## src/rtl/mem_byte_sequencer_if.sv

```systemverilog
// mem_byte_sequencer_if: control-unit request/response and RAM beat bus of the byte sequencer.
interface mem_byte_sequencer_if #(parameter int ADDR_W = 8);
  logic              req;
  logic              rw;
  logic [1:0]        dt;
  logic              sign;
  logic [ADDR_W-1:0] addr;
  logic [31:0]       wdata;
  logic              busy;
  logic              done;
  logic [31:0]       rdata;
  logic [1:0]        err;
  logic              mem_en;
  logic              mem_rw;
  logic [ADDR_W-1:0] mem_addr;
  logic [7:0]        mem_wdata;
  logic [7:0]        mem_rdata;
  logic              mem_ack;
  modport slave (
    input  req, rw, dt, sign, addr, wdata, mem_rdata, mem_ack,
    output busy, done, rdata, err, mem_en, mem_rw, mem_addr, mem_wdata
  );
  modport master (
    output req, rw, dt, sign, addr, wdata, mem_rdata, mem_ack,
    input  busy, done, rdata, err, mem_en, mem_rw, mem_addr, mem_wdata
  );
endinterface

```

## src/rtl/mem_byte_sequencer.sv

```systemverilog
// mem_byte_sequencer: splits byte/halfword/word accesses into big-endian RAM byte beats.
module mem_byte_sequencer #(
  parameter int ADDR_W  = 8,
  parameter int TIMEOUT = 16
) (
  input logic                  clk,
  input logic                  clr,
  mem_byte_sequencer_if.slave  bus
);
  typedef enum logic [2:0] {IDLE, CHECK, ISSUE, WAIT, GAP, DONE} state_t;
  state_t            r_st;
  logic              r_rw, r_sign, r_busy, r_done, r_en;
  logic [1:0]        r_dt, r_idx, r_err;
  logic [ADDR_W-1:0] r_base, r_maddr;
  logic [31:0]       r_wdata, r_rdata;
  logic [23:0]       r_acc;
  logic [7:0]        r_tmr, r_mwdata;
  logic [31:0]       w_acc, w_fmt;
  logic [1:0]        w_last, w_sel;
  logic              w_bad;
  logic [7:0]        w_byte;
  always_comb begin
    w_acc  = {r_acc, bus.mem_rdata};
    w_fmt  = r_dt == 2'b00 ? {{24{r_sign & w_acc[7]}}, w_acc[7:0]} :
             r_dt == 2'b01 ? {{16{r_sign & w_acc[15]}}, w_acc[15:0]} : w_acc;
    w_last = r_dt == 2'b00 ? 2'd0 : r_dt == 2'b01 ? 2'd1 : 2'd3;
    w_bad  = r_dt == 2'b11 || (r_dt[0] && r_base[0]) || (r_dt[1] && r_base[1:0] != 2'b00);
    w_sel  = w_last - r_idx;
    w_byte = 8'(r_wdata >> {w_sel, 3'b000});
  end
  always_ff @(posedge clk or posedge clr)
    if (clr) begin
      r_st    <= IDLE;
      r_rw    <= 1'b0;
      r_sign  <= 1'b0;
      r_busy  <= 1'b0;
      r_done  <= 1'b0;
      r_en    <= 1'b0;
      r_dt    <= '0;
      r_idx   <= '0;
      r_err   <= '0;
      r_base  <= '0;
      r_maddr <= '0;
      r_wdata <= '0;
      r_rdata <= '0;
      r_acc   <= '0;
      r_tmr   <= '0;
      r_mwdata <= '0;
    end else
      case (r_st)
        IDLE: if (bus.req) begin
          r_rw    <= bus.rw;
          r_dt    <= bus.dt;
          r_sign  <= bus.sign;
          r_base  <= bus.addr;
          r_wdata <= bus.wdata;
          r_idx   <= '0;
          r_tmr   <= '0;
          r_acc   <= '0;
          r_busy  <= 1'b1;
          r_st    <= CHECK;
        end
        // CHECK and GAP both launch the beat at r_idx; w_bad can only hold in CHECK
        CHECK, GAP: if (w_bad) begin
          r_busy <= 1'b0;
          r_done <= 1'b1;
          r_err  <= 2'b01;
          r_st   <= DONE;
        end else begin
          r_en     <= 1'b1;
          r_maddr  <= r_base + ADDR_W'(r_idx);
          r_mwdata <= w_byte;
          r_tmr    <= '0;
          r_st     <= ISSUE;
        end
        ISSUE, WAIT: if (bus.mem_ack) begin
          r_en  <= 1'b0;
          r_acc <= w_acc[23:0];
          if (r_idx == w_last) begin
            r_busy <= 1'b0;
            r_done <= 1'b1;
            r_err  <= 2'b00;
            if (r_rw) r_rdata <= w_fmt;
            r_st <= DONE;
          end else begin
            r_idx <= r_idx + 2'd1;
            r_st  <= GAP;
          end
        end else if (r_tmr == 8'(TIMEOUT - 1)) begin
          r_en   <= 1'b0;
          r_busy <= 1'b0;
          r_done <= 1'b1;
          r_err  <= 2'b10;
          r_st   <= DONE;
        end else begin
          r_tmr <= r_tmr + 8'd1;
          r_st  <= WAIT;
        end
        DONE: begin
          r_done <= 1'b0;
          r_st   <= IDLE;
        end
        default: r_st <= IDLE;
      endcase
  assign bus.busy      = r_busy;
  assign bus.done      = r_done;
  assign bus.rdata     = r_rdata;
  assign bus.err       = r_err;
  assign bus.mem_en    = r_en;
  assign bus.mem_rw    = r_rw;
  assign bus.mem_addr  = r_maddr;
  assign bus.mem_wdata = r_mwdata;
endmodule

```

## src/flat_wrapper.sv

```systemverilog
// flat-port wrapper written by rule: the top's interface ports become plain ports
module mem_byte_sequencer_flat 
#(
  parameter int ADDR_W  = 8,
  parameter int TIMEOUT = 16
)
  (clk, clr, bus_req, bus_rw, bus_dt, bus_sign, bus_addr, bus_wdata, bus_mem_rdata, bus_mem_ack, bus_busy, bus_done, bus_rdata, bus_err, bus_mem_en, bus_mem_rw, bus_mem_addr, bus_mem_wdata);
  mem_byte_sequencer_if #(.ADDR_W(ADDR_W)) bus_i ();
  input logic clk;
  input logic clr;
  input wire logic [$bits(bus_i.req)-1:0] bus_req;
  input wire logic [$bits(bus_i.rw)-1:0] bus_rw;
  input wire logic [$bits(bus_i.dt)-1:0] bus_dt;
  input wire logic [$bits(bus_i.sign)-1:0] bus_sign;
  input wire logic [$bits(bus_i.addr)-1:0] bus_addr;
  input wire logic [$bits(bus_i.wdata)-1:0] bus_wdata;
  input wire logic [$bits(bus_i.mem_rdata)-1:0] bus_mem_rdata;
  input wire logic [$bits(bus_i.mem_ack)-1:0] bus_mem_ack;
  output wire logic [$bits(bus_i.busy)-1:0] bus_busy;
  output wire logic [$bits(bus_i.done)-1:0] bus_done;
  output wire logic [$bits(bus_i.rdata)-1:0] bus_rdata;
  output wire logic [$bits(bus_i.err)-1:0] bus_err;
  output wire logic [$bits(bus_i.mem_en)-1:0] bus_mem_en;
  output wire logic [$bits(bus_i.mem_rw)-1:0] bus_mem_rw;
  output wire logic [$bits(bus_i.mem_addr)-1:0] bus_mem_addr;
  output wire logic [$bits(bus_i.mem_wdata)-1:0] bus_mem_wdata;
  assign bus_i.req = bus_req;
  assign bus_i.rw = bus_rw;
  assign bus_i.dt = bus_dt;
  assign bus_i.sign = bus_sign;
  assign bus_i.addr = bus_addr;
  assign bus_i.wdata = bus_wdata;
  assign bus_i.mem_rdata = bus_mem_rdata;
  assign bus_i.mem_ack = bus_mem_ack;
  assign bus_busy = bus_i.busy;
  assign bus_done = bus_i.done;
  assign bus_rdata = bus_i.rdata;
  assign bus_err = bus_i.err;
  assign bus_mem_en = bus_i.mem_en;
  assign bus_mem_rw = bus_i.mem_rw;
  assign bus_mem_addr = bus_i.mem_addr;
  assign bus_mem_wdata = bus_i.mem_wdata;
  mem_byte_sequencer #(.ADDR_W(ADDR_W), .TIMEOUT(TIMEOUT)) u_core (.clk(clk), .clr(clr), .bus(bus_i));
endmodule
```

## config.mk

```make
export PLATFORM = sky130hd
export DESIGN_NAME = mem_byte_sequencer_flat
export DESIGN_NICKNAME = d
export VERILOG_FILES = /design/src/rtl/mem_byte_sequencer_if.sv /design/src/rtl/mem_byte_sequencer.sv /design/src/flat_wrapper.sv
export SDC_FILE = /design/constraint.sdc
export NUM_CORES = 1
export LEC_CHECK = 0
export BUFFER_PORTS_ARGS = -buffer_cell sky130_fd_sc_hd__buf_2
export CORE_UTILIZATION = 55
export CTS_CLUSTER_SIZE = 14
export DETAILED_ROUTE_END_ITERATION = 7
export GPL_TIMING_DRIVEN = 1
export PLACE_DENSITY_LB_ADDON = 0.15
export REMOVE_ABC_BUFFERS = 1
export SKIP_LAST_GASP = 1
export SLEW_MARGIN = 20
export SYNTH_ARGS = -nofsm -noshare
export SYNTH_HDL_FRONTEND = slang
export SYNTH_SLANG_ARGS = --single-unit
```

## constraint.sdc

```tcl
create_clock -name clk -period 6.2 [get_ports clk]
set_input_delay 0.31 -clock clk [delete_from_list [all_inputs] [get_ports clk]]
set_output_delay 0.31 -clock clk [all_outputs]
set_load 0.05 [all_outputs]
```

# After elaboration in Yosys (flattened, before gate mapping)
# Cells that the tools add are included.
# W data, S select, Z words.
# totals
in_bits,56
register_bits,134
# classes
reduce_logical,23
n_eq_ne,18
bitwise_logic,3
addsub,4
muxes,41
shift,1
# op_table
operator,count
$mux W32,2
$mux W24,2
$pmux W24 S2,1
$mux W8,4
$shr A32 B5 Y8,1
$pmux W8 S3,1
$mux W2,9
$reduce_and A4 Y1,4
$mux W1,12
$mux W3,4
$ne A2 B2 Y1 const B,6
$reduce_and A5 Y1,2
$pmux W3 S3,1
$add A8 B1 Y8 const B,1
$add A8 B2 Y8,1
$eq A8 B4 Y1 const B,1
$pmux W2 S2,2
$eq A3 B2 Y1 const B,2
$eq A3 B3 Y1 const B,2
$ne A3 B2 Y1 const B,2
$pmux W1 S3,2
$reduce_and A3 Y1,2
$reduce_bool A2 Y1,3
$reduce_bool A3 Y1,2
other kinds (16),21

# Longest topological paths before layout
# logic_depth
ltp_word,7
mapped_depth,7
depth_no_buf,6

# Worst setup path after synthesis
# Ideal clock, no wire load.
# synth_timing
path_type,reg-to-reg
start,register u_core.r_idx[0]
end,"register u_core.r_rdata[0], in the netlist u_core.bus.rdata[0]"
t_required_ns,6.075
setup_slack_ns,4.384
path_buffers,3
stages_incl_launch_ff,7
arrival_time_ns,1.691
cell_sequence,dfrtp_1 buf_2 and4bb_2 o311ai_2 buf_4 buf_6 mux2_2
# synth_via
elab_chain_cells,2
# synth_lines
item,line,rtl
from (decl),mem_byte_sequencer.sv:13,"logic [1:0] r_dt, r_idx, r_err;"
from (signal assigned),mem_byte_sequencer.sv:86,r_idx <= r_idx + 2'd1;
$eq A2 B2 Y1,mem_byte_sequencer.sv:79,if (r_idx == w_last) begin
$reduce_and A4 Y1 (no line),n/a,
to (signal assigned),mem_byte_sequencer.sv:83,if (r_rw) r_rdata <= w_fmt;
to (decl),mem_byte_sequencer.sv:15,"logic [31:0] r_wdata, r_rdata;"
# No other way between the ends.
# A chain may end at the register's enable or synchronous reset.

# Final worst setup path
# layout_timing
start,register u_core.r_dt[1]
end,"register u_core.r_mwdata[6], in the netlist u_core.bus.mem_wdata[6]"
# layout_via
elab_chain_cells,5
word_cells_on_any_way,12
classes_between,add/sub: 1; eq/ne: 2; shift: 1; mux: 2; bitwise: 1; reduce/logical: 5
# layout_lines
item,line,rtl
from (decl),mem_byte_sequencer.sv:13,
from (signal assigned),mem_byte_sequencer.sv:53,r_dt <= bus.dt;
$eq A2 B1 Y1 / $eq A2 B2 Y1 (equally long branches),"mem_byte_sequencer.sv:26, mem_byte_sequencer.sv:27",
$mux W2 / $logic_or A1 B1 Y1 (equally long branches) (2 in series),"mem_byte_sequencer.sv:26, mem_byte_sequencer.sv:27",
$sub A2 B2 Y2 / $not A1 Y1 (equally long branches),n/a,
$shr A32 B5 Y8 / $reduce_and A2 Y1 (equally long branches),n/a,
to (signal assigned),mem_byte_sequencer.sv:72,r_mwdata <= w_byte;
to (decl),mem_byte_sequencer.sv:17,"logic [7:0] r_tmr, r_mwdata;"
# Several ways; a longest one is shown, not always the timed one.

==> out/results.txt <==
status - finished, final reports clean
largest net degree at the start of global routing - 79
worst skew pair latency - 520 ps
setup violators final - 0
GPL Wtd Cong - 0.7647
worst hold-check slack - 18.18 ps
max-cap violation count - 0
Top FF cell, synth - dfrtp_1
# rows - 37
Initial Utilization - 57.51%
fin cells - 773
average size of a mapped cell - 11.59 um^2
CTS tree - yes
dpl hpwl - 8387 um
clk sinks - 134
Top Ports - 110
crit path cell chain - or3_1 -> nand2_1 -> a2111oi_0 -> o31ai_1
detailed-route wire length per cell - 16.98 um
Final Cycle Share - 45.98%
pre-CTS setup slack - 3452 ps
die area - 11360 um^2
Post-Syn Instances - 519
EDFF count, synth - 0
vias in the first global route - 4406
# nets final - 684
Max stage delay on crit path - 990 ps
Power Total - 4.459 mW
fin area - 7336 um^2
YS warnings - 0
CP required - 6590 ps
Total GRT Usage - 24.91%
setup TNS - 0 ps
H-tree levels - 4
Worst Path Max Fanout - 31
DRT Pass-1 Iters - 5
Die X - 106.6 um
final wirelength - 13130 um
Area Growth Syn to Fin - 21.92%
Final Hold Viols - 0
Port-buffer cells - 109
slowest library cell on the worst path - dfrtp_1
Area after DPL - 6584 um^2
first-pass GRT wire length - 21710 um
TritonCTS Buffers - 17
Post-Syn Area - 6017 um^2
postcts setup bufs - 0
Tmin final - 2851 ps
DR iter-0 viols - 234
total gr overflow - 0
fraction of layout cells with a size suffix above 1 - 33.12%
Seq/Total Area, Yosys - 55.73%
CP delay by family, top - flip-flops
Clock Tree Root - clkbuf_8
critical path arrival - 3240 ps
pwr/cell area - 607.8 nW/um^2
core area - 10460 um^2
Leak - 3.459 nW
Worst Skew - 4.878 ps
Post-DRT Antenna Nets - 0
Clk pin slew, worst setup/hold paths - 60 ps
initial antenna violation count - 0
post-layout util - 70.11%
Buf/Inv on CP - 0
maximum clock insertion buffer count - 2
VDD IR-drop max - 0.3667 mV
Slew HR - 25.96%
Crit Path Class - reg2reg
vias - 4495
final worst slack - 3349 ps
Antenna Cells - 0
slew of the pin with the lowest slew margin - 1102 ps
crit end category - flip-flop
RSZ-0062 raised after global routing - no
via/cell ratio - 5.815
Hold Path Class - in2reg
Final Max Slew Viols - 0
crit path launch type - flip-flop
fmax - 350.8 MHz
flops & latches, synth - 134
DRC Markers - 0
Die Height - 106.6 um
ys async rst share - 100.0%
dpl cells - 729
post-synth cell types - 60
[worst reg2reg max path, cell delays in order (launching register included)]
cell	delay [ps]
dfrtp_1	990
or3_1	490
nand2_1	440
a2111oi_0	660
o31ai_1	140
[cell usage after synthesis, types with 6 or more instances]
cell type	count	share of area, %
clkbuf_1	16	1.0
a221oi_1	8	1.2
nor2_1	11	0.69
buf_2	11	0.91
o31ai_1	9	1.1
and3_1	18	1.9
nor3_1	7	0.58
a22o_1	24	3.5
o21ai_0	38	3.2
inv_1	8	0.50
a21oi_1	31	2.6
dfrtp_1	134	56
mux2_2	52	9.7
a2111oi_0	6	0.87
buf_4	7	0.87
nand2_1	55	3.4
[what timing repair did]
action	in CTS	in global routing
gates resized for setup	0	0
hold endpoints to repair	66	0
hold buffers	11	0
[where the power goes]
group | switching, mW | total (mW) | internal [mW]
combinational | 1.19 | 1.85 | 0.651
clock | 0.356 | 1.04 | 0.683
sequential | 0.327 | 1.57 | 1.25
total | 1.88 | 4.46 | 2.58
[logic make-up (layout without fill, tap and decap cells)]
family,Yosys count,count (layout),share of synthesized area [%]
mux,53,53,9.898
compound gates,144,144,16.74
fa+ha+maj,4,4,0.9566
simple gates,129,129,11.67
xor+xnor,7,7,1.019
buf+inv,48,166,3.993
flops,134,134,55.73
[flip-flops by register name, summed over array words and instances (netlist names)]
| register | flops |
|---|---|
| u_core.bus.busy | 1 |
| u_core.bus.done | 1 |
| u_core.bus.err | 2 |
| u_core.bus.mem_addr | 8 |
| u_core.bus.mem_en | 1 |
| u_core.bus.mem_rw | 1 |
| u_core.bus.mem_wdata | 8 |
| u_core.bus.rdata | 32 |
| u_core.r_acc | 24 |
| u_core.r_base | 8 |
| u_core.r_dt | 2 |
| u_core.r_idx | 2 |
| u_core.r_sign | 1 |
| u_core.r_st | 3 |
| u_core.r_tmr | 8 |
| u_core.r_wdata | 32 |
[per-layer routing]
layer	vias to the layer above	GRT usage [%]	share of wire (%)	routed length, um
met1	2223	33.58	44	5715
met5	-	0	0	0
met2	150	39.22	49	6466
met4	0	10.18	1.6	213
li1	2105	-	-	-
met3	17	5.593	5.6	731
[layout by cell type (no fill, tap or decap), drive strengths merged, types with 12 or more instances in the layout]
cell type and instances:
clkbuf 23, dfrtp 134, nand2 55, nor2 12
a21oi 31, mux2 52, a22o 24, buf 115
o21ai 40, and3 18
[layout make-up]
class | count | area (um^2)
tap | 136 | 170.2
clock buffer | 23 | 466.7
inverter | 8 | 35.03
multi-input combinational | 337 | 2442
sequential | 134 | 3353
fill | 787 | 3127
timing repair buffer | 126 | 720.7
clock inverter | 9 | 147.6
[path summary, 6_finish.rpt]
check	start	slack [ps]	cells after the start	to
worst max-delay path	u_core.r_dt[1]	3350	4	u_core.bus.mem_wdata[6]
worst min-delay path	bus_addr[7]	20	2	u_core.r_base[7]
worst max register to register	u_core.r_dt[1]	3350	4	u_core.bus.mem_wdata[6]
worst min register to register	u_core.bus.rdata[16]	470	2	u_core.bus.rdata[16]
max in group asynchronous	clr	4780	5	u_core.r_acc[12]
min in group asynchronous	clr	390	3	u_core.bus.rdata[2]
No activity file was read; power rests on OpenSTA's default activity.
